--- config.mk ---
export PLATFORM = sky130hd
export DESIGN_NAME = alu_nibble_sequencer
export DESIGN_NICKNAME = d
export VERILOG_FILES = /design/src/rtl/alu_nibble_sequencer.sv
export SDC_FILE = /design/constraint.sdc
export NUM_CORES = 1
export LEC_CHECK = 0
export CORE_UTILIZATION = 35
export DETAILED_ROUTE_END_ITERATION = 8
export DONT_BUFFER_PORTS = 1
export MAX_ROUTING_LAYER = met4
export SYNTH_ARGS = -nofsm -noshare
export SYNTH_HDL_FRONTEND = slang
export SYNTH_SLANG_ARGS = --single-unit
export TNS_END_PERCENT = 20
--- constraint.sdc ---
create_clock -name clk -period 3.3 [get_ports clk]
set_clock_uncertainty 0.05 [all_clocks]
set_input_delay 0.495 -clock clk [delete_from_list [all_inputs] [get_ports clk]]
set_output_delay 0.495 -clock clk [all_outputs]
set_load 0.05 [all_outputs]
--- src/rtl/alu_nibble_sequencer.sv ---
// Runs a W-bit AND/ADD through an external 4-bit slice, one nibble per cycle, LSB first.
// Optional rsp_zero/rsp_ovf outputs when ALU_SEQ_FLAGS_EN is defined.
module alu_nibble_sequencer #(
  parameter int NIBBLES = 4
) (
  input  logic                   clk,
  input  logic                   reset,
  input  logic                   req_valid,
  output logic                   req_ready,
  input  logic [4*NIBBLES-1:0]   req_a,
  input  logic [4*NIBBLES-1:0]   req_b,
  input  logic                   req_sel,
  input  logic                   req_cin,
  output logic                   rsp_valid,
  input  logic                   rsp_ready,
  output logic [4*NIBBLES-1:0]   rsp_result,
  output logic                   rsp_cout,
`ifdef ALU_SEQ_FLAGS_EN
  output logic                   rsp_zero,
  output logic                   rsp_ovf,
`endif
  output logic [3:0]             alu_a,
  output logic [3:0]             alu_b,
  output logic                   alu_sel,
  output logic                   alu_c_in,
  input  logic [3:0]             alu_result,
  input  logic                   alu_c_out
);

  localparam int W  = 4 * NIBBLES;
  localparam int CW = $clog2(NIBBLES);

  typedef enum logic [1:0] {IDLE, RUN, DONE} state_t;

  state_t         state_q, state_d;
  logic [CW-1:0]  cnt_q, cnt_d;
  logic           carry_q, carry_d;
  logic [W-1:0]   op_a_q, op_a_d;
  logic [W-1:0]   op_b_q, op_b_d;
  logic           op_sel_q, op_sel_d;
  logic [W-1:0]   res_q, res_d;
  logic [W-1:0]   a_sh, b_sh;
  logic           last;
`ifdef ALU_SEQ_FLAGS_EN
  logic           zero_q, zero_d;
  logic           ovf_q, ovf_d;
`endif

  always_comb begin
    state_d  = state_q;
    cnt_d    = cnt_q;
    carry_d  = carry_q;
    op_a_d   = op_a_q;
    op_b_d   = op_b_q;
    op_sel_d = op_sel_q;
    res_d    = res_q;
`ifdef ALU_SEQ_FLAGS_EN
    zero_d   = zero_q;
    ovf_d    = ovf_q;
`endif
    alu_a    = 4'h0;
    alu_b    = 4'h0;
    alu_sel  = 1'b0;
    alu_c_in = 1'b0;
    a_sh     = op_a_q >> {cnt_q, 2'b00};
    b_sh     = op_b_q >> {cnt_q, 2'b00};
    last     = (cnt_q == CW'(NIBBLES - 1));

    case (state_q)
      IDLE: begin
        if (req_valid) begin
          state_d  = RUN;
          op_a_d   = req_a;
          op_b_d   = req_b;
          op_sel_d = req_sel;
          cnt_d    = '0;
          carry_d  = req_cin & req_sel;
`ifdef ALU_SEQ_FLAGS_EN
          zero_d   = 1'b0;
          ovf_d    = 1'b0;
`endif
        end
      end
      RUN: begin
        alu_a    = a_sh[3:0];
        alu_b    = b_sh[3:0];
        alu_sel  = op_sel_q;
        alu_c_in = op_sel_q & carry_q;
        for (int i = 0; i < NIBBLES; i++) begin
          if (cnt_q == CW'(i)) res_d[4*i +: 4] = alu_result;
        end
        carry_d = op_sel_q & alu_c_out;
        if (last) begin
          state_d = DONE;
`ifdef ALU_SEQ_FLAGS_EN
          zero_d  = (res_d == '0);
          // carry into the sign bit recovered from the sign-bit sum: a ^ b ^ r
          ovf_d   = op_sel_q & (alu_a[3] ^ alu_b[3] ^ alu_result[3] ^ alu_c_out);
`endif
        end else begin
          cnt_d = cnt_q + 1'b1;
        end
      end
      DONE: begin
        if (rsp_ready) state_d = IDLE;
      end
      default: state_d = IDLE;
    endcase
  end

  always_ff @(posedge clk or posedge reset) begin
    if (reset) begin
      state_q  <= IDLE;
      cnt_q    <= '0;
      carry_q  <= 1'b0;
      op_a_q   <= '0;
      op_b_q   <= '0;
      op_sel_q <= 1'b0;
      res_q    <= '0;
`ifdef ALU_SEQ_FLAGS_EN
      zero_q   <= 1'b0;
      ovf_q    <= 1'b0;
`endif
    end else begin
      state_q  <= state_d;
      cnt_q    <= cnt_d;
      carry_q  <= carry_d;
      op_a_q   <= op_a_d;
      op_b_q   <= op_b_d;
      op_sel_q <= op_sel_d;
      res_q    <= res_d;
`ifdef ALU_SEQ_FLAGS_EN
      zero_q   <= zero_d;
      ovf_q    <= ovf_d;
`endif
    end
  end

  assign req_ready  = (state_q == IDLE);
  assign rsp_valid  = (state_q == DONE);
  assign rsp_result = res_q;
  assign rsp_cout   = carry_q;
`ifdef ALU_SEQ_FLAGS_EN
  assign rsp_zero   = zero_q;
  assign rsp_ovf    = ovf_q;
`endif

endmodule

# After elaboration in Yosys (flattened, before gate mapping)
# Index checks and enable logic that the tools add are counted.
[classes]
add_sub_neg = 1
eq_ne = 9
shifts = 2
n_mux = 13
n_bitwise = 3
reduce_logical = 11
[ops]
columns = ["operator", "count"]
rows = [
  ["$shr A16 B4 Y4", 2],
  ["$reduce_and A2 Y1", 6],
  ["$mux W2", 5],
  ["$mux W4", 2],
  ["$eq A2 B2 Y1 const B", 3],
  ["$ne A2 B2 Y1 const B", 3],
  ["$pmux W2 S3", 1],
  ["$reduce_and A3 Y1", 2],
  ["$eq A2 B1 Y1 const B", 2],
  ["$logic_not A2 Y1", 2],
  ["$pmux W2 S2", 1],
  ["$and A1 B1 Y1", 3],
  ["$mux W1", 3],
  ["$add A2 B1 Y2 const B", 1],
  ["$ne A2 B1 Y1 const B", 1],
  ["$pmux W1 S2", 1],
  ["$reduce_bool A2 Y1", 1],
]
[totals]
reg_bits = 54
output_inout_bits = 29
elab_cells = 49

# Longest topological paths before layout
[depth]
depth_word = 3
ltp_mapped = 5

# Worst setup path after synthesis
# No wires, ideal clock.
[synth_timing]
path_type = "reg2out"
start = "reg cnt_q[0]"
end = "out alu_b[0]"
arrival_time_ps = 1417
t_required_ps = 2755
slack_ps = 1338
path_stages_with_launch = 4
path_buffers = 1
cell_sequence = "dfrtp_1 buf_2 mux4_2 and2_1"
[synth_via]
elab_chain_len = 2
[synth_lines]
columns = ["element", "line", "source"]
rows = [
  ["start: declaration", "36", "logic [CW-1:0] cnt_q, cnt_d;"],
  ["start signal: assignment", "126", "cnt_q <= cnt_d;"],
  ["$shr A16 B4 Y4", "66", "b_sh = op_b_q >> {cnt_q, 2'b00};"],
  ["$mux W4", "69", "case (state_q)"],
  ["end: declaration", "23", "output logic [3:0] alu_b,"],
]
# No other way between the ends.

# Worst setup path after layout
[layout_timing]
start = "reg cnt_q[0]"
end = "out alu_b[1]"
# The elaborated chain is that of the path after synthesis.

==> summary.md <==
| Metric | Value |
|---|---|
| Drt via density | 5.33 |
| Synth area leader | dfrtp_1 |
| Cts repair resizes | 0 |
| N_diodes | 0 |
| # clock sinks | 54 |
| Worst-path clk slew | 0.10 ns |
| Total Nets Final | 204 |
| Mapped Nets | 202 |
| Via Count | 1252 |
| Initial core utilization | 36.8% |
| Max Cap Viol | 0 |
| Input/output buffers | 0 |
| DRC violations left | 12 |
| Synth top area share | 56.9% |
| FF+latch area | 1350 um2 |
| Final GP Congestion | 0.691 |
| Final number of setup-violating endpoints | 0 |
| IO Pins | 72 |
| Worst Path Max Fanout | 12 |
| Crit Path Class | reg2out |
| Root Buffer | clkbuf_8 |
| Num rows | 29 |
| Share of layout cells above drive strength 1 | 41.8% |
| Tot GR Track Use | 14.0% |
| Netlist cell types | 20 |
| Post-synth ARST share | 100% |
| Count of pins over their slew limit | 0 |
| Worst R2R Path Depth | 4 |
| DP Wirelength | 3220 um |
| Hold Path Depth | 1 |
| Initial DRT Pass Iterations | 6 |
| Critical-path cell list | mux4_2 -> and2_1 |
| CP Launch Type | register |
| Iter 0 DRT Violations | 47 |
| Period minus WS final | 2.55 ns |
| Max clock buf depth | 2 |
| Fillers | 617 |
| Worst slack at placement | 1.03 ns |
| Status | finished with violations |
| Reg2reg start | cnt_q[0] |
| Sequential share of the synthesized area | 56.9% |
| Most common cell after layout, fill and taps aside | dfrtp_1 |
| Die ar. | 7120 um2 |
| Wire per inst | 19.4 um |
| CTS Buf Count | 5 |
| TritonCTS clock tree | yes |
| Post-Syn Area | 2370 um2 |
| Initial antenna violation count | 0 |
| Hold buffer count at cts | 0 |
| Clock Latency Late Sink | 0.30 ns |
| WP data arrival | 2.01 ns |
| Avg Cell Area, Syn | 15.3 um2 |
| Ranking of synthesized cells by area | dfrtp_1 (57%), mux2_2 (23%), mux4_2 (7.6%) |
| Tightest Pin Transition | 1.11 ns |
| #FFs+latches synth | 54 |
| Worst setup margin | 0.747 ns |
| Post-Route WL | 4550 um |
| Largest net degree at the start of global routing | 55 |
| Layout area overhead | 7.01% |
| Slowest-stage cell, CP | dfrtp_1 |
| EDFF count, synth | 0 |
| Worst path required time | 2.75 ns |
| Fmax | 392 MHz |
| Max-Slew Margin vs Limit | 25.6% |
| Period utilization | 77.4% |
| Most frequent cells in the layout | dfrtp_1 (54), mux2_2 (48), and2_1 (9), mux4_2 (8), nand2_1 (6) |
| YS warnings | 0 |
| Multi-input gate area | 961 um2 |
| CORE AREA | 6460 um2 |
| R2r endpoint | cnt_q[0] |
| Final global-route overflow total | 0 |
| Worst hold path class | in2reg |
| Max incr delay on CP | 0.77 ns |
| RSZ-0062 raised after global routing | no |
| Final hold violation count | 0 |
| Crit. End Element | output port |
| R2R setup slack | 1.43 ns |
| WHS | 0.268 ns |
| Final ANT Viol Nets | 0 |
| Failing checks | design-rule violations |
| Hold endpoint | op_b_q[11] |
| Die height | 84.4 um |
| Global-route wire length before repair | 7360 um |
| Top FF cell, synth | dfrtp_1 |
| Setup TNS | 0 ns |
| Vias in the first global route | 1449 |
| Min-delay src | req_b[11] |
| Cell count after synthesis | 155 |
| Die X | 84.4 um |
| Post-CTS setup buffers | 0 |
| CTS H-Tree Depth | 2 |
layer usage:
metal	global-route usage (%)	share of wire, %
met5	-	0
met1	15.3	40
met4	4.78	1.2
met2	24.4	52
met3	4.23	7.0
critical path: cells and delay by family, from the launching register on:
family           cells  cell delay (ns)
muxes                1             0.59
DFF                  1             0.77
and+or+nand+nor      1             0.34
registers in the layout, indices dropped and copies added (netlist names):
name	cells
cnt_q	2
rsp_cout	1
state_q	2
op_b_q	16
op_a_q	16
rsp_result	16
op_sel_q	1
kinds of logic (layout without fill, tap and decap cells):
kind of cell	Yosys count	count (layout)	share of synthesized area, %
compound gates	2	2	0.422
fa+ha+maj	4	4	2.11
buf+inv	10	13	2.63
flops	54	54	56.9
mux	58	58	31.3
simple gates	27	27	6.64
how the worst max path moves through the flow:
stage,cells past startpoint,end,slack [ns],start
after floorplan,3,alu_b[0],1.34,cnt_q[0]
after global placement,2,alu_b[2],1.10,cnt_q[0]
after detailed placement,2,alu_b[1],1.03,cnt_q[0]
after CTS,2,alu_b[1],0.69,cnt_q[0]
after global routing,2,alu_b[1],0.63,cnt_q[0]
final,2,alu_b[1],0.75,cnt_q[0]
through the flow:
| stage | instance area (um2) | std cells | util, % |
|---|---|---|---|
| 5_1_grt | 2540 | 235 | 39.3 |
| 6_report | 2540 | 235 | 39.3 |
| 3_5_place_dp | 2430 | 227 | 37.6 |
| 2_1_floorplan | 2370 | 155 | - |
| 4_1_cts | 2540 | 235 | 39.3 |
| 3_3_place_gp | 2430 | 227 | 37.6 |
cell type report:
type / instances / area share, %
Multi-Input combinational cell: 91 / 37.8
Clock inverter: 2 / 1.48
Timing Repair Buffer: 1 / 0.295
Clock buffer: 6 / 2.86
Sequential cell: 54 / 53.2
Tap cell: 77 / 3.79
Inverter: 4 / 0.591
cell usage after synthesis, types with 2 or more instances:
library cell  instances
nand3_1               3
mux2_2               48
nor2_1                3
o21ai_0               2
inv_1                 4
dfrtp_1              54
nand2_1               6
mux2_1                2
ha_1                  4
buf_6                 3
buf_2                 2
and2_1                9
mux4_2                8
Power is left out: the tool's default activity adds up to more than one toggle a clock period on the data nets, which glitch-free logic cannot reach.
